<file path="src/rtl/hazard_scoreboard.sv">
// RAW hazard scoreboard between IDU and EXU: per-register pending-write counters,
// issue gating, one-cycle jump flush and a stall-cycle performance counter.

module hsb_cnt #(
   parameter int CNT_W = 2
) (
   input  logic             clk,
   input  logic             rst,
   input  logic             inc,
   input  logic             dec,
   output logic [CNT_W-1:0] cnt,
   output logic             underflow
);
   assign underflow = dec & (cnt == '0);

   // inc and dec together cancel; a retire against an empty counter leaves it at 0
   always_ff @(posedge clk or negedge rst) begin
      if (!rst)                          cnt <= '0;
      else if (inc & ~dec)               cnt <= cnt + 1'b1;
      else if (dec & ~inc & cnt != '0)   cnt <= cnt - 1'b1;
   end
endmodule

module hazard_scoreboard #(
   parameter int NR_REGS = 32,
   parameter int CNT_W   = 2
) (
   input  logic        clk,
   input  logic        rst,
   input  logic        id_valid,
   input  logic [4:0]  id_rs1,
   input  logic [4:0]  id_rs2,
   input  logic        id_rs1_en,
   input  logic        id_rs2_en,
   input  logic [4:0]  id_rd,
   input  logic        id_regwr,
   input  logic        exu_ready,
   output logic        issue_valid,
   output logic        id_ready,
   input  logic        is_jump,
   input  logic        wb_valid,
   input  logic [4:0]  wb_rd,
   input  logic        wb_regwr,
   output logic        flush,
   output logic [31:0] stall_cnt,
   output logic        sb_err
);
   localparam logic [CNT_W-1:0] CNT_MAX = '1;

   logic [NR_REGS-1:0][CNT_W-1:0] cnt;
   logic [NR_REGS-1:0]            inc_vec, dec_vec, uflow;
   logic rs1_hit, rs2_hit, hazard, full, issue_fire, inc, dec, blocked;

   assign rs1_hit = id_rs1_en & (id_rs1 != '0) & (cnt[id_rs1] != '0);
   assign rs2_hit = id_rs2_en & (id_rs2 != '0) & (cnt[id_rs2] != '0);
   assign hazard  = rs1_hit | rs2_hit;
   assign full    = id_regwr & (id_rd != '0) & (cnt[id_rd] == CNT_MAX);

   assign issue_valid = id_valid & ~flush & ~hazard & ~full;
   assign issue_fire  = issue_valid & exu_ready;
   assign id_ready    = flush | issue_fire;
   assign blocked     = id_valid & ~flush & (hazard | full);

   assign inc = issue_fire & id_regwr & (id_rd != '0);
   assign dec = wb_valid & wb_regwr & (wb_rd != '0);

   // x0 has no counter and can never hazard
   assign cnt[0]     = '0;
   assign inc_vec[0] = 1'b0;
   assign dec_vec[0] = 1'b0;
   assign uflow[0]   = 1'b0;

   for (genvar r = 1; r < NR_REGS; r++) begin : g_reg
      assign inc_vec[r] = inc & (id_rd == 5'(r));
      assign dec_vec[r] = dec & (wb_rd == 5'(r));
      hsb_cnt #(.CNT_W(CNT_W)) u_cnt (
         .clk       (clk),
         .rst       (rst),
         .inc       (inc_vec[r]),
         .dec       (dec_vec[r]),
         .cnt       (cnt[r]),
         .underflow (uflow[r])
      );
   end

   always_ff @(posedge clk or negedge rst) begin
      if (!rst) begin
         flush     <= 1'b0;
         stall_cnt <= '0;
         sb_err    <= 1'b0;
      end else begin
         flush  <= is_jump;
         sb_err <= sb_err | (|uflow);
         if (blocked) stall_cnt <= stall_cnt + 32'd1;
      end
   end
endmodule

</file>
<file path="config.mk">
export PLATFORM = sky130hd
export DESIGN_NAME = hazard_scoreboard
export DESIGN_NICKNAME = d
export VERILOG_FILES = /design/src/rtl/hazard_scoreboard.sv
export SDC_FILE = /design/constraint.sdc
export NUM_CORES = 1
export LEC_CHECK = 0
export ABC_AREA = 1
export CELL_PAD_IN_SITES_DETAIL_PLACEMENT = 1
export CELL_PAD_IN_SITES_GLOBAL_PLACEMENT = 1
export CORE_ASPECT_RATIO = 0.75
export CORE_MARGIN = 5
export CORE_UTILIZATION = 41
export CTS_CLUSTER_SIZE = 8
export DETAILED_ROUTE_END_ITERATION = 16
export GPL_TIMING_DRIVEN = 0
export PLACE_DENSITY_LB_ADDON = 0.1
export SLEW_MARGIN = 5
export SYNTH_ARGS = -nofsm -noshare
export SYNTH_HDL_FRONTEND = slang
export SYNTH_SLANG_ARGS = --single-unit
</file>
<file path="constraint.sdc">
create_clock -name clk -period 3.6 [get_ports clk]
set_clock_uncertainty 0.15 [all_clocks]
set_input_delay 0.72 -clock clk [delete_from_list [all_inputs] [get_ports clk]]
set_output_delay 0.72 -clock clk [all_outputs]
set_load 0.01 [all_outputs]
</file>
==> results.md <==
- The critical path start-end classification is reg -> out.
- The slowest stage of the critical path belongs to the cell sky130_fd_sc_hd__dfrtp_1.
- The number of pins exceeding their max-slew limit in the final report was 0.
- Yosys printed 0 warnings.
- The clock sink count is 96.
- The tree is rooted in a sky130_fd_sc_hd__clkbuf_16.
- The run finished, with violations left.
- The hold violation total from the final report is 0.
- After detailed placement, the design holds a cell count of approximately 1600.
- The arrival time of data at the critical path endpoint is around 2.7 ns.
- In this run the remaining antenna-violating nets after routing total 0.
- The cell leakage power is around 4.7 nW.
- The die is ~130 µm tall.
- The smallest clock period supported by the final layout is computed as roughly 3.6 ns.
- The final standard cell count with taps included and fillers excluded is about 1700.
- The HPWL after detailed placement is 28.3 mm.
- The overall die area is approximately 22000 µm².
- The initialized floorplan defines 43 standard-cell rows.
- The clock-pin slew on the worst setup and hold paths is 0.08 ns.
- The worst setup path is launched from a flip-flop.
- The maximum cell stage delay along the critical path is around 0.42 ns.
- Routability-driven placement finished with a final weighted congestion of a little over 1.
- The initial antenna violation count is 2.
- The critical path's top delay family is simple AND/OR/NAND/NOR gates.
- The share of the Yosys chip area taken by registers is 0.308.
- The setup slack after layout is -0.000442 ns.
- The TritonCTS buffer count is 9.
- After synthesis, the cell types taking the most area are sky130_fd_sc_hd__dfrtp_1, sky130_fd_sc_hd__nand2_1, sky130_fd_sc_hd__inv_1, sky130_fd_sc_hd__nor2_1, sky130_fd_sc_hd__nand3_1.
- The sum of buffers and inverters on the critical path is 3.
- The total area inside the core boundary comes to approximately 19000 µm².
- The setup TNS after final layout is -0.000442 ns.
- In this run the count of I/O pins placed on the die edge is 66.
- CTS built an H-tree with a depth of 3.
- Before antenna repair, the detailed router went through 5 iterations.
- The path class of the lowest-slack min-delay path is in -> async.
- Dividing the final minimum period by the clock period gives 1.00.
- The cell taking the most area after synthesis is sky130_fd_sc_hd__dfrtp_1.
- Timing would allow up to 0.278 GHz.
- The final net count is ~1400.
- On the final layout, the worst hold slack is roughly 0.19 ns.
- Synthesis produced a netlist whose cell count is 1313.
- The checks that failed: setup timing.
- Dividing the detail-routed wire length by the instance count gives between 20 and 25 µm.
- Setup violations remaining at the end of the flow were counted as 1.
- The endpoint type of the worst setup path is an output port.
- The area overhead of the layout relative to synthesis is 22.6%.
- The overall routed net length is approximately 36 mm.
- The power consumption is 3.50 mW.
- The critical path goes through nor2_1, inv_1, o21ai_0, nand2_1, nand2_1, nand2_1, nand2_1, nand2_1, nand2_2, nand3_4, nor3_2, buf_6, or2_2, buf_6.
- The number of distinct library cell variants in the gate-level netlist after synthesis is 38.
- The first global-routing pass estimated roughly 54 mm of wire.
- Setup repair after global routing could not meet its margin everywhere.
- The number of nets in the synthesized netlist is ~1300.
- The relative slew slack is 0.380.
- The data required time at the worst endpoint is roughly 2.7 ns.
- The die is approximately 170 µm wide.
- In the routed design, unresolved DRC markers number 0.
- The longest clock path from root to sink contains 2 buffers.
- The share of synthesized area in the top cell type comes to 0.308.
- The count of buffers inserted at the top-level ports is 61.
- Across the run, the number of max-cap violations was 0.
- The post-synthesis instance area is 7790 µm².
- After filler insertion, the fill cell instance count of the layout stands at between 2000 and 3000.
- The count of hold buffers inserted by post-cts repair is 0.
- For the pin with the worst max-slew slack, the measured transition is between 0.9 and 1 ns.
- In the global route stage, overall resource usage came out at 0.329.
- The first routing iteration left approximately 1000 violations.
- Once layout is complete, the utilization of the core stands at 0.514.
- The TritonCTS clock tree is yes.
- After detailed routing, the number of vias per cell comes to 5.64.
- The largest driver fanout on the critical path is 4.
- The power density normalized to cell area is approximately 370 nW/µm².
- The synthesized design contains 96 register bits.
- The later pin in the worst-skew pair is clocked with a latency of between 0.3 and 0.4 ns.
- For this configuration, the core starts out at a cell density of 0.420.
- The cell with the most instances on the worst path is sky130_fd_sc_hd__nand2_1.
- The via count of the first global-routing pass is between 9000 and 10000.
- VDD sags by at most just over 0.3 mV.
- Entering global routing, the biggest net connects 61 pins.
- After global routing the overflow that remains totals 0.
- The average cell area after synthesis is 5.93 µm².
- Of the cells placed in the final design, the portion with a size suffix greater than 1 is 0.0958.
- Detailed routing inserted a total of approximately 9400 vias.
-- final cells by class --
| cell class | count | area, µm² | area share |
|---|---|---|---|
| multi-input combinational | 980 | 4560 | 0.477 |
| clock buffer | 10 | 239 | 0.0250 |
| inverter | 206 | 795 | 0.0832 |
| buffer | 30 | 251 | 0.0263 |
| timing repair buffer | 92 | 935 | 0.0979 |
| sequential | 96 | 2400 | 0.252 |
| tap | 247 | 309 | 0.0324 |
| antenna | 1 | 2.50 | 0.000262 |
| clock inverter | 6 | 56.3 | 0.00590 |
-- what timing repair did --
action / CTS / global route
setup endpoints to repair: 65 / 3
resized for setup: 86 / 21
pin swaps: 5 / 6
hold endpoints to repair: 0 / 0
buffers inserted: 24 / 5
gates cloned: 1 / 0
-- layout by cell type, fill, tap and decap left out, types with 3 or more instances in the layout --
| cell type | count |
|---|---|
| sky130_fd_sc_hd__dlygate4sd2_1 | 3 |
| sky130_fd_sc_hd__o22ai_1 | 5 |
| sky130_fd_sc_hd__clkbuf_2 | 4 |
| sky130_fd_sc_hd__a21oi_1 | 24 |
| sky130_fd_sc_hd__xor2_1 | 24 |
| sky130_fd_sc_hd__clkbuf_16 | 9 |
| sky130_fd_sc_hd__buf_1 | 8 |
| sky130_fd_sc_hd__inv_1 | 195 |
| sky130_fd_sc_hd__buf_4 | 23 |
| sky130_fd_sc_hd__buf_16 | 3 |
| sky130_fd_sc_hd__clkbuf_1 | 5 |
| sky130_fd_sc_hd__o21ai_1 | 24 |
| sky130_fd_sc_hd__nor3_1 | 29 |
| sky130_fd_sc_hd__inv_8 | 3 |
| sky130_fd_sc_hd__buf_2 | 6 |
| sky130_fd_sc_hd__nor2_2 | 18 |
| sky130_fd_sc_hd__nor2_1 | 187 |
| sky130_fd_sc_hd__xnor2_1 | 6 |
| sky130_fd_sc_hd__nor2_4 | 7 |
| sky130_fd_sc_hd__nand4_1 | 65 |
| sky130_fd_sc_hd__buf_6 | 8 |
| sky130_fd_sc_hd__clkdlybuf4s50_1 | 48 |
| sky130_fd_sc_hd__nand3_1 | 105 |
| sky130_fd_sc_hd__nand2_1 | 416 |
| sky130_fd_sc_hd__nand2_2 | 13 |
| sky130_fd_sc_hd__or2_2 | 3 |
| sky130_fd_sc_hd__clkinvlp_4 | 4 |
| sky130_fd_sc_hd__nor4_1 | 7 |
| sky130_fd_sc_hd__o2111ai_1 | 3 |
| sky130_fd_sc_hd__nand2_4 | 3 |
| sky130_fd_sc_hd__inv_2 | 6 |
| sky130_fd_sc_hd__buf_12 | 7 |
| sky130_fd_sc_hd__o21ai_0 | 24 |
| sky130_fd_sc_hd__dfrtp_1 | 96 |
| sky130_fd_sc_hd__buf_8 | 4 |
-- routing by layer --
layer | routed length (µm) | track usage | part of all wire
met1 | 16400 | 0.476 | 0.45
met2 | 14000 | 0.440 | 0.38
met3 | 4860 | 0.136 | 0.13
met4 | 946 | 0.101 | 0.026
met5 | 138 | 0.0261 | 0.0038
-- metrics by stage --
stage / cell area (µm²) / setup slack [ns]
finish: 9550 / -0.000442
global route: 9550 / -0.0678
global placement: 8710 / -2.24
floorplan: 7790 / 0.365
detailed placement: 8740 / -1.40
CTS: 9490 / -0.0118
-- power breakdown --
part	leakage [nW]	switching [mW]	internal [mW]
logic	3.26	0.664	0.394
clock network	0.144	0.526	0.506
registers	1.25	0.193	1.21
-- path summary, 6_finish.rpt --
path                                               startpoint                            endpoint  slack (ns)  cells after the start
max                        g_reg[26].u_cnt.cnt[0]$_DFFE_PN0P_                            id_ready     -0.0004                     14
min                                                       rst   g_reg[6].u_cnt.cnt[0]$_DFFE_PN0P_        0.19                      1
max reg2reg                g_reg[26].u_cnt.cnt[0]$_DFFE_PN0P_  g_reg[22].u_cnt.cnt[0]$_DFFE_PN0P_        0.32                     19
min reg2reg                g_reg[23].u_cnt.cnt[1]$_DFFE_PN0P_  g_reg[23].u_cnt.cnt[1]$_DFFE_PN0P_        0.34                      2
max in group asynchronous                                 rst  g_reg[29].u_cnt.cnt[0]$_DFFE_PN0P_        2.39                      2
min in group clk           g_reg[23].u_cnt.cnt[1]$_DFFE_PN0P_  g_reg[23].u_cnt.cnt[1]$_DFFE_PN0P_        0.34                      2
-- Yosys cell counts --
master and instances:
sky130_fd_sc_hd__ha_1 1, sky130_fd_sc_hd__buf_4 3, sky130_fd_sc_hd__nor2_4 3, sky130_fd_sc_hd__nand2_1 430, sky130_fd_sc_hd__nor2_1 198, sky130_fd_sc_hd__o21bai_1 2
sky130_fd_sc_hd__o41ai_1 1, sky130_fd_sc_hd__nor4_1 7, sky130_fd_sc_hd__a211oi_1 1, sky130_fd_sc_hd__nor2_2 11, sky130_fd_sc_hd__nand2_2 2, sky130_fd_sc_hd__o2111ai_1 3
sky130_fd_sc_hd__or2_2 3, sky130_fd_sc_hd__clkbuf_1 7, sky130_fd_sc_hd__inv_2 6, sky130_fd_sc_hd__xnor2_1 6, sky130_fd_sc_hd__nand3_1 107, sky130_fd_sc_hd__o21ai_2 1
sky130_fd_sc_hd__nor2_8 1, sky130_fd_sc_hd__o21ai_1 24, sky130_fd_sc_hd__dfrtp_1 96, sky130_fd_sc_hd__o21ai_0 25, sky130_fd_sc_hd__o22ai_1 5, sky130_fd_sc_hd__buf_1 8
sky130_fd_sc_hd__nand4_1 65, sky130_fd_sc_hd__a21oi_1 24, sky130_fd_sc_hd__buf_2 8, sky130_fd_sc_hd__xor2_1 24, sky130_fd_sc_hd__nor3b_1 1, sky130_fd_sc_hd__nor3_1 29
sky130_fd_sc_hd__o31ai_1 1, sky130_fd_sc_hd__nor3_2 2, sky130_fd_sc_hd__inv_1 199, sky130_fd_sc_hd__nand3_2 1, sky130_fd_sc_hd__clkinv_1 1, sky130_fd_sc_hd__buf_6 5
sky130_fd_sc_hd__a21boi_0 1, sky130_fd_sc_hd__o211ai_1 1
-- registers in the layout, summed over array words and instances (netlist names) --
signal,cells
stall_cnt,32
flush,1
g.u_cnt.cnt,62
sb_err,1
-- kinds of logic (layout without fill, tap and decap cells) --
logic type,count (synthesis),count (layout),synth area share
simple gates,860,860,0.472
buf+inv,237,344,0.122
flops,96,96,0.308
compound gates,89,89,0.0623
xor+xnor,30,30,0.0337
fa+ha+maj,1,1,0.00161
other cells,0,1,0
No activity file was read; power rests on OpenSTA's default activity.
